--- config.mk ---
export PLATFORM = sky130hd
export DESIGN_NAME = logic_pod_lane_arbiter
export DESIGN_NICKNAME = d
export VERILOG_FILES = /design/src/rtl/logic_pod_lane_arbiter.sv
export SDC_FILE = /design/constraint.sdc
export NUM_CORES = 2
export LEC_CHECK = 0
export ABC_CLOCK_PERIOD_IN_PS = 6000
export BUFFER_PORTS_ARGS = -buffer_cell sky130_fd_sc_hd__clkbuf_2
export CORE_MARGIN = 1.5
export CORE_UTILIZATION = 30
export CTS_CLUSTER_DIAMETER = 100
export DETAILED_ROUTE_END_ITERATION = 8
export GPL_ROUTABILITY_DRIVEN = 1
export PLACE_DENSITY = 0.55
export SLEW_MARGIN = 20
export SYNTH_ARGS = -nofsm -noshare
export SYNTH_HDL_FRONTEND = slang
export SYNTH_SLANG_ARGS = --single-unit
export TNS_END_PERCENT = 20
--- constraint.sdc ---
create_clock -name clk -period 6 [get_ports clk]
set_input_delay 0 -clock clk [delete_from_list [all_inputs] [get_ports clk]]
set_output_delay 0 -clock clk [all_outputs]
set_load 0.05 [all_outputs]
--- src/rtl/logic_pod_lane_arbiter.sv ---
// Merges the compressed streams of one logic pod: a FIFO per lane, then a round-robin
// pick into a single registered output word with a valid/ready handshake.
module logic_pod_lane_arbiter #(
    parameter int LANES = 8,
    parameter int DEPTH = 16,
    localparam int LW = (LANES > 1) ? $clog2(LANES) : 1,
    localparam int AW = (DEPTH > 1) ? $clog2(DEPTH) : 1,
    localparam int CW = AW + 1
) (
    input  logic                clk,
    input  logic                rst,
    input  logic [LANES-1:0]    in_valid,
    input  logic [LANES-1:0]    in_format,
    input  logic [16*LANES-1:0] in_data,
    output logic                out_valid,
    input  logic                out_ready,
    output logic [LW-1:0]       out_lane,
    output logic                out_format,
    output logic [15:0]         out_data,
    output logic [LANES-1:0]    overflow,
    input  logic                overflow_clear
);

    logic [16:0]      mem_r      [LANES][DEPTH];
    logic [AW-1:0]    wr_ptr_r   [LANES];
    logic [AW-1:0]    rd_ptr_r   [LANES];
    logic [CW-1:0]    count_r    [LANES];
    logic [LW-1:0]    last_grant_r;
    logic             out_valid_r;
    logic [LW-1:0]    out_lane_r;
    logic             out_format_r;
    logic [15:0]      out_data_r;
    logic [LANES-1:0] overflow_r;

    logic             load_s;
    logic             grant_found_s;
    logic [LW-1:0]    grant_idx_s;
    logic [16:0]      grant_word_s;
    logic [LANES-1:0] pop_s;
    logic [LANES-1:0] accept_s;
    logic [LANES-1:0] drop_s;

    // Round-robin search: walk backwards so the first candidate after last_grant wins.
    always_comb begin
        grant_found_s = 1'b0;
        grant_idx_s   = '0;
        for (int k = LANES; k >= 1; k--) begin
            int  sum_v;
            int  cand_v;
            logic hit_v;
            sum_v         = int'(last_grant_r) + k;
            cand_v        = (sum_v >= LANES) ? (sum_v - LANES) : sum_v;
            hit_v         = (count_r[cand_v] != '0);
            grant_idx_s   = hit_v ? LW'(cand_v) : grant_idx_s;
            grant_found_s = grant_found_s | hit_v;
        end
    end

    // Load/pop/accept decisions for the current edge.
    always_comb begin
        load_s       = !out_valid_r || out_ready;
        grant_word_s = mem_r[grant_idx_s][rd_ptr_r[grant_idx_s]];
        pop_s        = '0;
        accept_s     = '0;
        drop_s       = '0;
        for (int i = 0; i < LANES; i++) begin
            pop_s[i]    = load_s && grant_found_s && (grant_idx_s == LW'(i));
            // A full lane still takes a word when it is being drained on the same edge.
            accept_s[i] = in_valid[i] && ((count_r[i] != CW'(DEPTH)) || pop_s[i]);
            drop_s[i]   = in_valid[i] && !accept_s[i];
        end
    end

    // Per-lane FIFO pointers and occupancy.
    always_ff @(posedge clk) begin
        if (rst) begin
            for (int i = 0; i < LANES; i++) begin
                wr_ptr_r[i] <= '0;
                rd_ptr_r[i] <= '0;
                count_r[i]  <= '0;
            end
        end else begin
            for (int i = 0; i < LANES; i++) begin
                wr_ptr_r[i] <= wr_ptr_r[i] + AW'(accept_s[i]);
                rd_ptr_r[i] <= rd_ptr_r[i] + AW'(pop_s[i]);
                count_r[i]  <= count_r[i] + CW'(accept_s[i]) - CW'(pop_s[i]);
            end
        end
    end

    // FIFO storage; contents need no reset since occupancy gates every read.
    always_ff @(posedge clk) begin
        for (int i = 0; i < LANES; i++) begin
            if (!rst && accept_s[i]) begin
                mem_r[i][wr_ptr_r[i]] <= {in_format[i], in_data[16*i +: 16]};
            end
        end
    end

    // Output register and round-robin pointer.
    always_ff @(posedge clk) begin
        if (rst) begin
            out_valid_r  <= 1'b0;
            out_lane_r   <= '0;
            out_format_r <= 1'b0;
            out_data_r   <= 16'h0000;
            last_grant_r <= LW'(LANES - 1);
        end else if (load_s) begin
            if (grant_found_s) begin
                out_valid_r  <= 1'b1;
                out_lane_r   <= grant_idx_s;
                out_format_r <= grant_word_s[16];
                out_data_r   <= grant_word_s[15:0];
                last_grant_r <= grant_idx_s;
            end else begin
                out_valid_r  <= 1'b0;
            end
        end
    end

    // Sticky drop flags; a drop on the clearing edge still leaves its bit set.
    always_ff @(posedge clk) begin
        if (rst) begin
            overflow_r <= '0;
        end else if (overflow_clear) begin
            overflow_r <= drop_s;
        end else begin
            overflow_r <= overflow_r | drop_s;
        end
    end

    assign out_valid  = out_valid_r;
    assign out_lane   = out_lane_r;
    assign out_format = out_format_r;
    assign out_data   = out_data_r;
    assign overflow   = overflow_r;

endmodule

==> impl_metrics.toml <==
[run_status]
status = "finished, final reports clean"

[route]
drcViolationCount = 0
vias = 67060
drt_wl_total_mm = 382.4
routed_via_density = 5.575
ant_nets = 0
first_iter_violations = 9745
dr.pass1.iters = 9
routedWlPerCell_um = 31.79

[global_routing]
grt_pass1_wl_mm = 519.9
grt_pass1_vias = 63330
grt_antenna_before_repair = 37
grt-ovfl-total = 0
grt_max_degree = 143
grtUsageMet3 = 0.04158
grt_use_met2 = 0.3584
grt_usage = 0.2326
top_usage_layer = "met2"
grtUsageMet1 = 0.3153

[logic_synthesis]
ys_seq_area_frac = 0.7170
ys_warn_count = 0
synth_area_per_cell_um2 = 13.16
ys_ff_latch = 2312
synth_top_cell_area_share = 0.6883
ys_types = 93
synth-edff-count = 2176
postSynthCellCount = 7212
synthTopCellsByCount = "edfxtp_1, nand2_1, nand3_1"
synth.net_count = 7450
synthMostInstantiatedCell = "edfxtp_1"
synth_flop_cell = "edfxtp_1"
synthArstFlopShare = 0
yosysTopAreaCell = "edfxtp_1"
syn_area_um2 = 94930
synth_area_leaders = "edfxtp_1, nand2_1, nand3_1"

[setup_path]
cp_max_fo = 22
crit_start = "last_grant_r[0]"
cp-start-kind = "flip-flop"
crit_path_end_kind = "flip-flop"
critPathArrivalTime_ns = 6.65
r2r_start = "last_grant_r[0]"
worstPathRequired_ns = 6.86
ff2ff_path_depth = 16
crit_type = "flip-flop to flip-flop"

[final_layout]
nets = 7918
n_fill_cell = 30380
drive_gt1_frac = 0.1461
fin_cells = 12030
layout-area-overhead-vs-synth_pct = 18.33

[clocking]
root_buffer = "clkbuf_16"
insertion_delay_ns = 0.93
htree_levels = 4
clock_path_buffers = 4
clk_pin_slew_ns = 0.07
cts_tree = "built"
clock-sinks = 2312
postCtsSetupRepairBufs = 0
cts_buffers = 236

[run]
max-cap-violations = 0

[sta]
skew_ns = 0.1180
final.setup.tns_ns = 0
hold_ws_ns = 0.02999
finalHoldViolCount = 0
finalMaxSlewViolations = 0
rsz0062_at_grt = "false"
fin_crit_sh = 0.9659
worst_pin_slew_ns = 1.121
max-slew-margin-rel = 0.2529
fmax_ghz = 0.1725
period_minus_slack_ns = 5.796
setup_viol = 0
fin_ws_ns = 0.2045

[worst_hold_path]
hold_depth = 4
min_from = "out_ready"
min_path_type = "input port to flip-flop"

[floorplanning]
io_pins = 177
rows = 206
initial_core_util = 0.3014
die-area_um2 = 319800
core-area_um2 = 315000
die_w_um = 565.5
chipHeight_um = 565.5

[place]
io_buffer_count = 176
gp_congestion = 0.8982
dp_hpwl_mm = 240.4
placed_cells = 11440
place_ws_ns = 0.1017
[routing by layer]
metal  part of all wire  up-vias
met5             0.0013        -
met4              0.057       38
met3               0.10      739
met2               0.45     4257
met1               0.39    34230
li1                   -    27800
[sequential cells by signal, indices dropped and copies added, names as in the netlist]
register      count
out_lane          3
out_data         16
out_format        1
overflow          8
mem_r          2176
last_grant_r      3
count_r          40
out_valid         1
wr_ptr_r         32
rd_ptr_r         32
[repair_timing]
action | in CTS | in global routing
gates resized for setup | 0 | 1
endpoints found under the hold margin | 2291 | 0
setup endpoints to repair | 0 | 1
hold buffers | 164 | 0
[cell type report]
| cell class | instances | area [um^2] | share of cell area |
|---|---|---|---|
| Antenna cell | 13 | 32.53 | 0.0002896 |
| Clock buffer | 300 | 6290 | 0.05599 |
| Clock inverter | 114 | 1080 | 0.009613 |
| Inverter | 76 | 285.3 | 0.002540 |
| Multi-Input combinational cell | 4356 | 24970 | 0.2223 |
| Sequential cell | 2312 | 68070 | 0.6059 |
| Tap cell | 4160 | 5205 | 0.04634 |
| Timing Repair Buffer | 698 | 6405 | 0.05702 |
[cells in the final DEF, fill, tap and decap left out, drive strengths merged, types with 77 or more instances in the layout]
cell         instances
edfxtp            2176
dfxtp              136
ha                  82
a221oi              77
inv                 82
dlygate4sd3        164
o21ai               78
nand2             1647
mux2               106
nor2               216
clkbuf             475
a311oi              92
a31oi               83
nand3              903
a21oi              147
buf                359
nor3                78
and3               133
clkinv              79
mux2i              168
[critical path, cell delays in order (launching register included)]
cell	delay, ns
dfxtp_1	0.33
buf_4	0.26
nor4b_1	0.43
o22ai_2	0.29
mux4_2	0.53
a221o_1	0.30
a222oi_1	0.27
buf_4	0.19
o21a_4	0.23
mux2i_1	0.21
a32o_1	0.45
or2_1	0.31
buf_4	0.35
nand3_1	0.53
a2111oi_0	0.85
nor4_1	0.12
o211ai_1	0.11
[cell families (layout without fill, tap and decap cells)]
logic type / count (synthesis) / in the layout / synth area share
AOI/OAI and AO/OA: 742 / 742 / 0.05622
xor gates and xnor gates: 58 / 58 / 0.005351
adders and majority gates: 90 / 90 / 0.01250
buffers and inverters: 544 / 1188 / 0.02544
DFF: 2312 / 2312 / 0.7170
muxes: 285 / 285 / 0.03294
other: 0 / 13 / 0
and+or+nand+nor: 3181 / 3181 / 0.1505
[worst paths after layout]
check / slack (ns) / end
worst min register to register: 0.51 / out_lane[2]
worst max register to register: 0.20 / out_data[1]
worst max-delay path: 0.20 / out_data[1]
worst min-delay path: 0.03 / out_valid
[through the flow]
stage	instance area [um^2]	utilization
after CTS	112300	0.3565
final	112300	0.3566
after floorplan	94930	-
after global placement	103300	0.3279
after global routing	112300	0.3566
after detailed placement	103300	0.3279
Power is not shown: default switching activity piles up to over one toggle a cycle in this logic, so the estimate is an artifact.
